[src/rtl/pmem_arbiter.sv]
// pmem_arbiter: round-robin arbiter between the I-cache and D-cache
// line ports and the single 256-bit physical memory port.
//
// Ports:
//   clk, rst                  clock, synchronous active-high reset
//   ipmem_read/write          I-cache line request (write wins if both high)
//   ipmem_address/wdata       I-cache line address / write line
//   ipmem_resp/rdata          I-cache completion / read line
//   dpmem_*                   same set for the D-cache
//   pmem_rdata, pmem_resp     memory read line / completion
//   pmem_address/wdata        captured address / write line to memory
//   pmem_read/write           memory strobes, high for the whole transaction
//
// One transaction is in flight at a time. Address, write line and operation
// are captured at grant so memory sees stable inputs until pmem_resp.
module pmem_arbiter (
  input  logic         clk,
  input  logic         rst,
  input  logic         ipmem_read,
  input  logic         ipmem_write,
  input  logic [31:0]  ipmem_address,
  input  logic [255:0] ipmem_wdata,
  output logic         ipmem_resp,
  output logic [255:0] ipmem_rdata,
  input  logic         dpmem_read,
  input  logic         dpmem_write,
  input  logic [31:0]  dpmem_address,
  input  logic [255:0] dpmem_wdata,
  output logic         dpmem_resp,
  output logic [255:0] dpmem_rdata,
  input  logic [255:0] pmem_rdata,
  input  logic         pmem_resp,
  output logic [31:0]  pmem_address,
  output logic [255:0] pmem_wdata,
  output logic         pmem_read,
  output logic         pmem_write
);

  localparam logic [1:0] IDLE   = 2'd0;
  localparam logic [1:0] BUSY_I = 2'd1;
  localparam logic [1:0] BUSY_D = 2'd2;

  logic [1:0]   state;
  logic         last_grant;  // 0 = I, 1 = D
  logic         op_q;        // 1 = write, 0 = read
  logic [31:0]  addr_q;
  logic [255:0] wdata_q;

  logic i_req, d_req, grant_d, busy;

  assign i_req = ipmem_read | ipmem_write;
  assign d_req = dpmem_read | dpmem_write;
  // D wins when it is alone, or when both request and I was served last.
  assign grant_d = d_req & (~i_req | ~last_grant);

  always_ff @(posedge clk) begin
    if (rst) begin
      state      <= IDLE;
      last_grant <= 1'b0;
      op_q       <= 1'b0;
      addr_q     <= '0;
      wdata_q    <= '0;
    end else begin
      case (state)
        IDLE: begin
          if (i_req | d_req) begin
            state      <= grant_d ? BUSY_D : BUSY_I;
            last_grant <= grant_d;
            // write input alone decides the op, so read+write becomes a write
            op_q       <= grant_d ? dpmem_write   : ipmem_write;
            addr_q     <= grant_d ? dpmem_address : ipmem_address;
            wdata_q    <= grant_d ? dpmem_wdata   : ipmem_wdata;
          end
        end
        BUSY_I, BUSY_D: begin
          if (pmem_resp) state <= IDLE;
        end
        default: state <= IDLE;
      endcase
    end
  end

  assign busy         = (state == BUSY_I) | (state == BUSY_D);
  assign pmem_read    = busy & ~op_q;
  assign pmem_write   = busy & op_q;
  assign pmem_address = addr_q;
  assign pmem_wdata   = wdata_q;

  // Completion is routed combinationally to the owner only; a pmem_resp
  // seen in IDLE (e.g. for a transaction killed by reset) goes nowhere.
  assign ipmem_resp  = (state == BUSY_I) & pmem_resp;
  assign dpmem_resp  = (state == BUSY_D) & pmem_resp;
  assign ipmem_rdata = pmem_rdata;
  assign dpmem_rdata = pmem_rdata;

endmodule
[config.mk]
export PLATFORM = sky130hd
export DESIGN_NAME = pmem_arbiter
export DESIGN_NICKNAME = d
export VERILOG_FILES = /design/src/rtl/pmem_arbiter.sv
export SDC_FILE = /design/constraint.sdc
export NUM_CORES = 1
export LEC_CHECK = 0
export CORE_AREA = 2 2 648 650
export CTS_CLUSTER_SIZE = 25
export DETAILED_ROUTE_END_ITERATION = 10
export DIE_AREA = 0 0 650 652
export SYNTH_ARGS = -nofsm -noshare
export SYNTH_HDL_FRONTEND = slang
export SYNTH_SLANG_ARGS = --single-unit
[constraint.sdc]
create_clock -name clk -period 3.7 [get_ports clk]
set_input_delay 0.74 -clock clk [delete_from_list [all_inputs] [get_ports clk]]
set_output_delay 0.74 -clock clk [all_outputs]
set_load 0.005 [all_outputs]
==> out/metrics.yaml <==
floorplan:
  coreArea_mm2: 0.416
  rows: 237
  initial_core_util: 0.0416
  die_w_um: 650
  die_area_mm2: 0.424
  num_io_pins: 1643
  die_y_um: 652
worst_setup_path:
  critPathMaxFanout: 3
  path_class: "register to output port"
  worstReg2RegStart: "state[0]"
  worstPathRequired_ns: 2.96
  slowest_delay_ns: 0.84
  end_kind: "output port"
  cp.arrival_ns: 2.44
  start_kind: "register"
  critPathLaunch: "state[0]"
  slowest_stage: "clkdlybuf4s50_1"
  path_cells: "inv_1 -> ha_1 -> and2_1 -> clkdlybuf4s50_1"
  path_buf_inv: 2
  critPathTopFamily: "buffers and inverters"
synth:
  synth_edf_count: 0
  synth-seq-area-share: 0.338
  synth_commonest_cells: "buf_4 (512), dfxtp_1 (292), a31oi_1 (275), nor2_1 (275)"
  synth_top_area_cell: "dfxtp_1"
  synth_top_area_share: 0.338
  ys_warn_count: 0
  syn_nets: 3025
  syn_area_mm2: 0.0173
  netlist_instances: 2183
  ys_ff_latch: 292
  synth.distinct_cells: 30
  synthTopCellsByArea: "dfxtp_1 (34%), buf_4 (22%), a211oi_1 (12%), a31oi_1 (9.9%), o21ai_0 (7.9%)"
  ys_async_sr_fraction: 0
  synth-main-ff-cell: "dfxtp_1"
  syn_area_per_cell_um2: 7.93
  yosysMostFrequentCell: "buf_4"
place:
  place_congestion: 0.837
  port-buffer-count: 874
  dp_hpwl_um: 291000
  dp.cells: 7877
sta:
  tightest_slew_ns: 0.950
  hold_ws_ns: 0.499
  setup_viol: 0
  maxSlewViolCount: 0
  maxSlewHeadroom: 0.364
  clock_skew_ns: 0.0232
  rsz0062_at_grt: "no"
  period_minus_slack_ns: 3.18
  fmax_mhz: 315
  tns_ns: 0
  hold_viol: 0
  fin_crit_sh: 0.859
clock_network:
  cts_tree: "yes"
  worstSkewPairLatency_ns: 0.68
  cts.sinks: 292
  clk_pin_slew_ns: 0.06
  hold_buffers: 0
  h-tree-depth: 2
  postCtsSetupBuffers: 0
  ctsResizeCount: 0
  cts_buffers: 44
  clockBufferDepth: 3
  clock-root-buffer: "clkbuf_16"
worst_hold_path:
  hp-class: "register to register"
  holdCritStartpoint: "pmem_wdata[49]"
global_route:
  grt_usage: 0.145
  grt-busiest-layer: "met2"
  grt_max_degree: 105
  grt-ovfl-total: 0
  grt_use_met3: 0.130
  grt_pass1_wl_um: 362000
  grt_use_met2: 0.262
  antenna_found_initial: 142
  use_met1: 0.105
  first_global_vias: 18100
power_and_ir_drop:
  pwr_density_cell_mw_per_mm2: 576
  p_total_uw: 17500
  ir_drop_mv: 0.337
  p_leak_uw: 0.00870
layout:
  layout.cells.non_filler: 8006
  drive_gt1_frac: 0.0642
  post-route-util: 0.0730
  nNetsFinal: 3268
  syn_to_final_growth_pct: 75.6
detailed_routing:
  vias: 20100
  viasPerCell: 2.51
  ant_nets: 0
  wl_um: 321000
  drt-initial-drc-count: 2027
  wl_per_cell_um: 40.1
  first_pass_iters: 6
  drc: 0
outcome:
  outcome: "finished, final reports clean"
job:
  drv_cap: 0
-- cells by family (layout without fill, tap and decap cells) --
logic type / Yosys count / in the layout / synth area share
AOI/OAI and AO/OA: 848 / 848 / 0.312
buffers and inverters: 735 / 1012 / 0.277
and+or+nand+nor: 305 / 305 / 0.0711
DFF: 292 / 292 / 0.338
adders and majority gates: 3 / 3 / 0.00217
other: 0 / 49 / 0
-- report_power, final --
group	switching, µW	internal (µW)	total, µW
Combinational	5440	3010	8450
Sequential	625	3960	4590
Clock	2040	2440	4480
-- flip-flops by register name, indices dropped and copies added, names as in the netlist --
signal / count
pmem_wdata: 256
pmem_address: 32
state: 2
last_grant: 1
op_q: 1
-- worst reg2reg max path, cell delays in order, from the launching register on --
cell	delay (ns)
dfxtp_1	0.33
inv_1	0.08
ha_1	0.35
o41ai_4	0.17
buf_12	0.22
buf_12	0.35
a31oi_1	0.58
a211oi_1	0.14
-- layout by cell type (no fill, tap or decap), types with 4 or more instances in the layout --
cell / synthesis / routed
nand2b_1: 4 / 4
a31oi_1: 275 / 275
nor3b_1: 14 / 14
buf_12: 0 / 24
clkbuf_16: 0 / 46
a211oi_1: 274 / 274
dfxtp_1: 292 / 292
clkbuf_1: 126 / 11
nor2_1: 275 / 274
a221o_1: 14 / 14
inv_6: 0 / 5
o21ai_0: 274 / 274
buf_4: 512 / 56
clkinv_2: 0 / 6
clkbuf_8: 0 / 4
clkdlybuf4s50_1: 0 / 849
diode_2: 0 / 49
-- metrics by stage --
stage / worst slack [ns] / instance area (µm²)
after floorplan: 1.68 / 17300
after global placement: 0.500 / 28800
after detailed placement: 0.460 / 28800
after CTS: 0.313 / 30300
after global routing: 0.307 / 30300
final: 0.523 / 30400
-- final timing paths --
kind	end	slack (ns)	cells after the start
min reg2reg	pmem_wdata[49]	0.50	2
max reg2reg	pmem_wdata[99]	1.37	7
max	pmem_write	0.52	4
min	pmem_wdata[49]	0.50	2
-- layout make-up --
type | instances | area (µm²)
Antenna cell | 49 | 123
Clock buffer | 61 | 1250
Sequential cell | 292 | 5850
Multi-Input combinational cell | 1156 | 6700
Fill cell | 48700 | 386000
Timing Repair Buffer | 930 | 9410
Clock inverter | 19 | 174
Inverter | 2 | 7.51
Tap cell | 5497 | 6880
-- metal layers --
layer,vias to the layer above,part of all wire,wire [µm]
li1,7890,-,-
met1,9489,0.25,81600
met2,2229,0.51,163000
met3,470,0.19,62000
met4,34,0.043,13700
met5,-,0.0025,811
Note: power is estimated with default switching activity, not from simulation.
